## src/rtl/div_float_if.sv

```systemverilog
// Handshake and operand/result bundle for the sequential float divider.
// The master issues a/b with start; the slave answers with busy/done and the held result.
interface div_float_if;
  logic        start;
  logic [31:0] a;
  logic [31:0] b;
  logic        busy;
  logic        done;
  logic [31:0] m;
  logic        div_by_zero;

  // Handshake: a/b are taken on the rising edge where start=1 and busy=0.
  // done pulses for one cycle; m/div_by_zero then hold until the next accepted start.
  modport master (output start, a, b, input busy, done, m, div_by_zero);
  modport slave  (input start, a, b, output busy, done, m, div_by_zero);
endinterface

```

## src/rtl/div_float.sv

```systemverilog
// Sequential single-precision divider m = a / b: restoring mantissa division, one quotient
// bit per clock, truncating, exponent arithmetic wraps mod 256.
module div_float #(
  parameter int EXP_BIAS = 127
) (
  input  logic        clk,
  input  logic        rst,
  div_float_if.slave  bus,
  output logic [1:0]  dbg_state
);
  localparam logic [7:0] BIAS8 = 8'(EXP_BIAS);

  typedef enum logic [1:0] {IDLE = 2'd0, DIV = 2'd1, NORM = 2'd2} state_t;

  state_t      state_q, state_d;
  logic [4:0]  cnt_q;
  logic [24:0] r_q;
  logic [23:0] d_q;
  logic [24:0] q_q;
  logic [7:0]  ed_q;
  logic        sign_q, zero_a_q, zero_b_q;
  logic        done_q, dbz_q;
  logic [31:0] m_q;

  logic        r_ge;
  logic [24:0] r_sub;
  logic [24:0] r_next;
  logic [22:0] mant;
  logic [7:0]  expn;

  // Remainder stays below 2*D, so both the subtracted and plain shifts fit in 25 bits.
  always_comb begin
    r_ge   = (r_q >= {1'b0, d_q});
    r_sub  = r_q - {1'b0, d_q};
    r_next = r_ge ? {r_sub[23:0], 1'b0} : {r_q[23:0], 1'b0};
    mant   = q_q[24] ? q_q[23:1] : q_q[22:0];
    expn   = q_q[24] ? ed_q : (ed_q - 8'd1);
  end

  always_comb begin
    state_d = state_q;
    case (state_q)
      IDLE:    if (bus.start) state_d = DIV;
      DIV:     if (cnt_q == 5'd24) state_d = NORM;
      NORM:    state_d = IDLE;
      default: state_d = IDLE;
    endcase
  end

  always_ff @(posedge clk) begin
    if (rst) begin
      state_q  <= IDLE;
      cnt_q    <= 5'd0;
      r_q      <= 25'd0;
      d_q      <= 24'd0;
      q_q      <= 25'd0;
      ed_q     <= 8'd0;
      sign_q   <= 1'b0;
      zero_a_q <= 1'b0;
      zero_b_q <= 1'b0;
      done_q   <= 1'b0;
      dbz_q    <= 1'b0;
      m_q      <= 32'd0;
    end else begin
      state_q <= state_d;
      done_q  <= 1'b0;
      case (state_q)
        IDLE: begin
          if (bus.start) begin
            sign_q   <= bus.a[31] ^ bus.b[31];
            zero_a_q <= (bus.a == 32'd0);
            zero_b_q <= (bus.b == 32'd0);
            d_q      <= {1'b1, bus.b[22:0]};
            r_q      <= {2'b01, bus.a[22:0]};
            ed_q     <= bus.a[30:23] - bus.b[30:23] + BIAS8;
            cnt_q    <= 5'd0;
          end
        end
        DIV: begin
          r_q   <= r_next;
          q_q   <= {q_q[23:0], r_ge};
          cnt_q <= cnt_q + 5'd1;
        end
        NORM: begin
          done_q <= 1'b1;
          // Divide-by-zero wins over a zero dividend, so 0/0 reports div_by_zero.
          if (zero_b_q) begin
            m_q   <= {sign_q, 8'hFF, 23'd0};
            dbz_q <= 1'b1;
          end else if (zero_a_q) begin
            m_q   <= 32'd0;
            dbz_q <= 1'b0;
          end else begin
            m_q   <= {sign_q, expn, mant};
            dbz_q <= 1'b0;
          end
        end
        default: ;
      endcase
    end
  end

  assign bus.busy        = (state_q != IDLE);
  assign bus.done        = done_q;
  assign bus.m           = m_q;
  assign bus.div_by_zero = dbz_q;
  assign dbg_state       = state_q;
endmodule

```

## src/flat_wrapper.sv

```systemverilog
// flat-port wrapper written by rule: the top's interface ports become plain ports
module div_float_flat 
#(
  parameter int EXP_BIAS = 127
)
  (clk, rst, dbg_state, bus_start, bus_a, bus_b, bus_busy, bus_done, bus_m, bus_div_by_zero);
  div_float_if bus_i ();
  input  logic clk;
  input  logic rst;
  output logic [1:0] dbg_state;
  input wire logic [$bits(bus_i.start)-1:0] bus_start;
  input wire logic [$bits(bus_i.a)-1:0] bus_a;
  input wire logic [$bits(bus_i.b)-1:0] bus_b;
  output wire logic [$bits(bus_i.busy)-1:0] bus_busy;
  output wire logic [$bits(bus_i.done)-1:0] bus_done;
  output wire logic [$bits(bus_i.m)-1:0] bus_m;
  output wire logic [$bits(bus_i.div_by_zero)-1:0] bus_div_by_zero;
  assign bus_i.start = bus_start;
  assign bus_i.a = bus_a;
  assign bus_i.b = bus_b;
  assign bus_busy = bus_i.busy;
  assign bus_done = bus_i.done;
  assign bus_m = bus_i.m;
  assign bus_div_by_zero = bus_i.div_by_zero;
  div_float #(.EXP_BIAS(EXP_BIAS)) u_core (.clk(clk), .rst(rst), .bus(bus_i), .dbg_state(dbg_state));
endmodule
```

## config.mk

```make
export PLATFORM = sky130hd
export DESIGN_NAME = div_float_flat
export DESIGN_NICKNAME = d
export VERILOG_FILES = /design/src/rtl/div_float_if.sv /design/src/rtl/div_float.sv /design/src/flat_wrapper.sv
export SDC_FILE = /design/constraint.sdc
export NUM_CORES = 1
export LEC_CHECK = 0
export CAP_MARGIN = 20
export CORE_MARGIN = 2
export CORE_UTILIZATION = 36
export CTS_BUF_LIST = sky130_fd_sc_hd__clkbuf_4 sky130_fd_sc_hd__clkbuf_8 sky130_fd_sc_hd__clkbuf_16
export CTS_CLUSTER_SIZE = 12
export DETAILED_ROUTE_END_ITERATION = 7
export PLACE_DENSITY_LB_ADDON = 0.05
export SYNTH_ARGS = -nofsm -noshare
export SYNTH_HDL_FRONTEND = slang
export SYNTH_SLANG_ARGS = --single-unit
```

## constraint.sdc

```tcl
create_clock -name clk -period 2.86 [get_ports clk]
set_clock_uncertainty 0.15 [all_clocks]
set_input_delay 0.572 -clock clk [delete_from_list [all_inputs] [get_ports clk]]
set_output_delay 0.572 -clock clk [all_outputs]
set_load 0.02 [all_outputs]
```

Word level (Yosys, flattened, before mapping)
Index checks and enable logic that the tools add are counted.

word-level totals
  bits in registers = 126
  input port bits = 67
  output and inout port bits = 37
  word-level logic and storage cells = 46

operators by class
  add/subtract/negate cells = 5
  $lt $le $gt $ge = 1
  eq/ne operators = 5
  multiplexer cells = 14
  bitwise gates (word level) = 1
  reduce and logical (&&, ||, !) cells = 8

operators with widths
  operator                                                               number
  32-bit logical NOT                                                     2
  32-bit 2-to-1 mux                                                      2
  25-bit 2-to-1 mux                                                      2
  25-bit one-hot mux with 2 select lines                                 1
  25-bit by 24-bit >= comparator with 1-bit output                       1
  24-bit subtractor                                                      1
  23-bit 2-to-1 mux                                                      1
  5-bit one-hot mux with 2 select lines                                  1
  8-bit by 7-bit adder with 8-bit output, second input constant          1
  8-bit 2-to-1 mux                                                       1
  8-bit by 1-bit subtractor with 8-bit output, second input constant     1
  8-bit subtractor                                                       1
  2-bit AND reduction                                                    3
  5-bit by 1-bit adder with 5-bit output, second input constant          1
  5-bit equality test, second input constant                             1
  5-bit 2-to-1 mux                                                       1
  2-bit 2-to-1 mux                                                       2
  2-bit one-hot mux with 2 select lines                                  1
  2-bit nonzero test                                                     2
  2-bit by 1-bit equality test with 1-bit output, second input constant  1
  2-bit equality test, second input constant                             1
  2-bit logical NOT                                                      1
  1-bit 2-to-1 mux                                                       2
  2-bit by 1-bit != test with 1-bit output, second input constant        1
  other kinds (2)                                                        2

Depth between registers and ports, before layout
  depth after elaboration = 4
  gate-level depth with buffers = 13
  gate-level depth less buffers = 11

Worst setup path after synthesis
No wires, ideal clock.

  kind = register -> register
  from = register u_core.d_q[4]
  to = register u_core.r_q[15]
  setup time = 0.086 ns
  data arrival time = 2.537 ns
  required time = 2.624 ns
  slack = 0.087 ns
  cell stages (with the launch flop) = 11
  buffers on the path = 0
  period minus slack after synthesis = 2.773 ns
  cells stage by stage = dfxtp_1 inv_1 ha_1 a21o_1 or3_4 o211a_4 o31ai_4 nor2_2 o31a_1 or3_1 a221oi_2

on the way
  longest elaborated chain between the ends = 3
  elaborated cells between the ends (all ways) = 4
  classes of those cells = add/sub (1); order compare (1); mux (2)

ends and longest elaborated chain
  what                                                                                   RTL line                          text
  start, declared                                                                        div_float.sv:18                   logic [23:0] d_q;
  start signal, assigned                                                                 div_float.sv:73                   d_q <= {1'b1, bus.b[22:0]};
  24-bit subtractor or 25-bit by 24-bit >= comparator with 1-bit output (tied branches)  div_float.sv:34, div_float.sv:33
  25-bit 2-to-1 mux *                                                                    div_float.sv:35                   r_next = r_ge ? {r_sub[23:0], 1'b0} : {r_q[23:0], 1'b0};
  25-bit one-hot mux with 2 select lines *                                               div_float.sv:67                   case (state_q)
  end signal, assigned                                                                   div_float.sv:74                   r_q <= {2'b01, bus.a[22:0]};
  end signal, assigned                                                                   div_float.sv:80                   r_q <= r_next;
  end, declared                                                                          div_float.sv:17                   logic [24:0] r_q;

Every way passes the cells marked *; elsewhere a longest branch is shown, timed or not.
A chain may end at the register's enable or synchronous reset.

Worst setup path in the final report
  from = register u_core.d_q[4]
  to = register u_core.r_q[9]

The elaborated chain is that of the path after synthesis.

==> results.ini <==
[setup_path]
worst-path-max-fanout=6
r2r_start=u_core.d_q[4]$_SDFFE_PP0P_
cp-end-kind=flop
timing.rr.end=u_core.r_q[9]$_SDFFE_PP0P_
reg2reg_slack_ps=-10
path_class=flop to flop
cp.arrival_ps=3050
start_kind=flop
reg2reg_depth=13
crit_required_ps=3040

[run]
cap_violations=0

[floorplan]
die-area_um2=21000
die-width_um=145
row_count=51
io_pins=104
fp.dieH_um=145
start_util_pct=36.7
coreArea_um2=19500

[logic_synthesis]
synth-main-ff-cell=dfxtp_1
synth-xor-area-share_pct=4.05
synth_compound_gate_area_share_pct=19.9
synth_top_family_by_area=simple AND/OR/NAND/NOR gates
seq_area_frac_synth_pct=35.4
syn_area_per_cell_um2=8.01
synthSimpleGateAreaFrac_pct=20.6
ys_ff_latch=126
synth-edff-count=0
synthCells=890
ys.warnings.count=0
async_flop_share_pct=0
synthMuxAreaShare_pct=6.72
synth_nets=999
synth_cell_types=60
yosys.area_share.adder_pct=7.58
netlist_area_um2=7130

[sta]
fmax_mhz=348
worstMarginPinSlew_ps=757
period_share_pct=100
slew_viol_final=0
hold_viol_final=0
setup_viol=2
holdWs_ps=300
period_minus_slack_ps=2870
max-slew-margin-rel_pct=49.5
fin_ws_ps=-13.1
rsz0062_at_grt=yes
fin_setup_tns_ps=-25.2

[placed_design]
dpl.hpwl_mm=14.7
placed_area_um2=8930
placedCellCount=1285
port_buffers=103
gp_congestion=0.813

[routing]
wl_per_cell_um=15.8
vias_per_cell=5.06
drc_errors=0
drt.antenna.violating_nets=0
drtIter0Drc=370
num_vias=6754
drt_wl_total_mm=21.1
drt_first_pass_iters=5

[cells_and_area]
drive_above_1_share_pct=24.3
multi_input_area_um2=4650
syn2layout_area_growth_pct=42.5
regArea_um2=2540
postLayoutCellArea_um2=10200
num_antenna_cells=0
finalNetCount=1167
instances_no_fill=1336
final.fill_count=1891

[run_status]
outcome=finished, violations left
violations=setup timing

[pwr]
leakage_nw=4.01
ir_drop_uv=439
finalPower_mw=6.64
power.density_nw_per_um2=653

[cts]
insertion_delay_ps=430
cts_tree=yes
postCtsHoldBufs=0
cts.htree.levels=4
cts_buffer_depth=2
cts_root_buffer=clkbuf_16
cts_buffers=17
cts_sinks=126
cts.clk_slew.worst_paths_ps=60

[global_route]
grt_max_degree=72
antenna_found_initial=0
grt_usage_pct=20.9
grt_pass1_vias=6615
gr-total-overflow=0
grt_pass1_wl_mm=34.2

[hold_path]
hold_depth=2
min_from=u_core.bus.m[31]$_SDFFE_PP0P_
worstHoldEndpoint=u_core.bus.m[31]$_SDFFE_PP0P_
hp-class=flop to flop

-- worst max-delay path by stage --
stage / start / slack, ps / to
after floorplan: u_core.d_q[4]$_SDFFE_PP0P_ / 90 / u_core.r_q[15]$_SDFFE_PP0P_
final: u_core.d_q[4]$_SDFFE_PP0P_ / -10 / u_core.r_q[9]$_SDFFE_PP0P_
after global placement: bus_b[24] / -330 / u_core.ed_q[7]$_SDFFE_PP0P_
after CTS: u_core.d_q[9]$_SDFFE_PP0P_ / -10 / u_core.r_q[15]$_SDFFE_PP0P_
after detailed placement: bus_b[24] / -330 / u_core.ed_q[7]$_SDFFE_PP0P_
after global routing: u_core.d_q[4]$_SDFFE_PP0P_ / -120 / u_core.r_q[9]$_SDFFE_PP0P_
-- metal layers --
layer / global-route usage (%) / share of wire, %
met3: 4.44 / 3.7
met4: 5.16 / 0.76
met2: 31.6 / 44
met5: 0 / 0
met1: 30.2 / 52
-- where the power goes --
group | internal [mW] | switching, mW
Clock | 1.32 | 0.888
Combinational | 1.30 | 1.20
Sequential | 1.85 | 0.0867
Total | 4.46 | 2.17
-- timing repair --
item                                    4_1_cts  5_1_grt
hold endpoints to repair                      0        0
cloned                                        1        0
endpoints found under the setup margin       20       25
buffers inserted                              5       14
pin swaps                                    24       24
gates resized for setup                      59       41
-- through the flow --
stage	util [%]	worst slack, ps
floorplan	-	86.9
global placement	45.9	-334
detailed placement	45.9	-332
CTS	50.9	-12.7
global route	52.2	-120
finish	52.2	-13.1
-- state kept, by name, summed over array words and instances, names as in the netlist, 2 cells and up --
| register | flops |
|---|---|
| u_core.bus.m | 32 |
| u_core.cnt_q | 5 |
| u_core.d_q | 24 |
| u_core.dbg_state | 2 |
| u_core.ed_q | 8 |
| u_core.q_q | 25 |
| u_core.r_q | 25 |
-- logic make-up (layout without fill, tap and decap cells) --
| kind of cell | after synthesis | in the layout |
|---|---|---|
| AO/OA/AOI/OAI | 211 | 211 |
| XOR/XNOR | 33 | 33 |
| adder cells (fa/ha/maj) | 42 | 42 |
| buffers and inverters | 102 | 283 |
| flip-flops | 126 | 126 |
| multiplexers | 45 | 45 |
| AND/OR/NAND/NOR | 331 | 331 |
-- critical path, cell delays in order, from the launching register on --
cell	delay (ps)
dfxtp_2	330
inv_2	40
ha_4	230
a21o_4	240
nor3_4	240
a2111oi_4	130
o31ai_4	330
a31oi_4	130
nor4_4	170
buf_4	180
buf_12	140
buf_4	120
mux2i_2	70
a2111oi_2	270
-- cell usage in the layout, fill, tap and decap left out, types with 13 or more instances in the layout --
master,instances
dfxtp_1,112
nor4_1,18
a22oi_1,24
dfxtp_2,14
nand3_1,23
nand2_1,161
clkbuf_16,18
ha_4,13
xnor2_1,22
nor2_1,70
o21ai_0,23
nor3_1,14
a21oi_1,88
buf_4,89
mux2_2,23
clkdlybuf4s50_1,102
mux2i_1,16
ha_1,26
inv_1,37
-- synth_stat cells (all sizes together) (6+ instances only) --
cell type	instances	area (um2)
nand4	6	37.5
a22oi	24	180
nor3	17	90.1
xor2	11	96.3
a21o	12	90.1
clkbuf	45	169
o21ai	27	135
nand2	164	616
buf	8	60.1
a21oi	93	465
inv	49	184
nor2	72	273
a2111oi	6	90.1
nor4	20	131
mux2i	22	220
dfxtp	126	2520
mux2	23	259
ha	40	500
nand3	24	120
a31oi	6	37.5
a211oi	8	60.1
xnor2	22	193
-- layout make-up --
cell class / instances / share of cell area [%]
flip-flops and latches: 126 / 25.0
clock inverters: 14 / 1.56
repair buffers: 202 / 18.3
clock buffers: 18 / 4.32
multi-input cells: 662 / 45.8
well taps: 265 / 3.26
inverters: 49 / 1.81
Power figures use the tool's default switching activity.
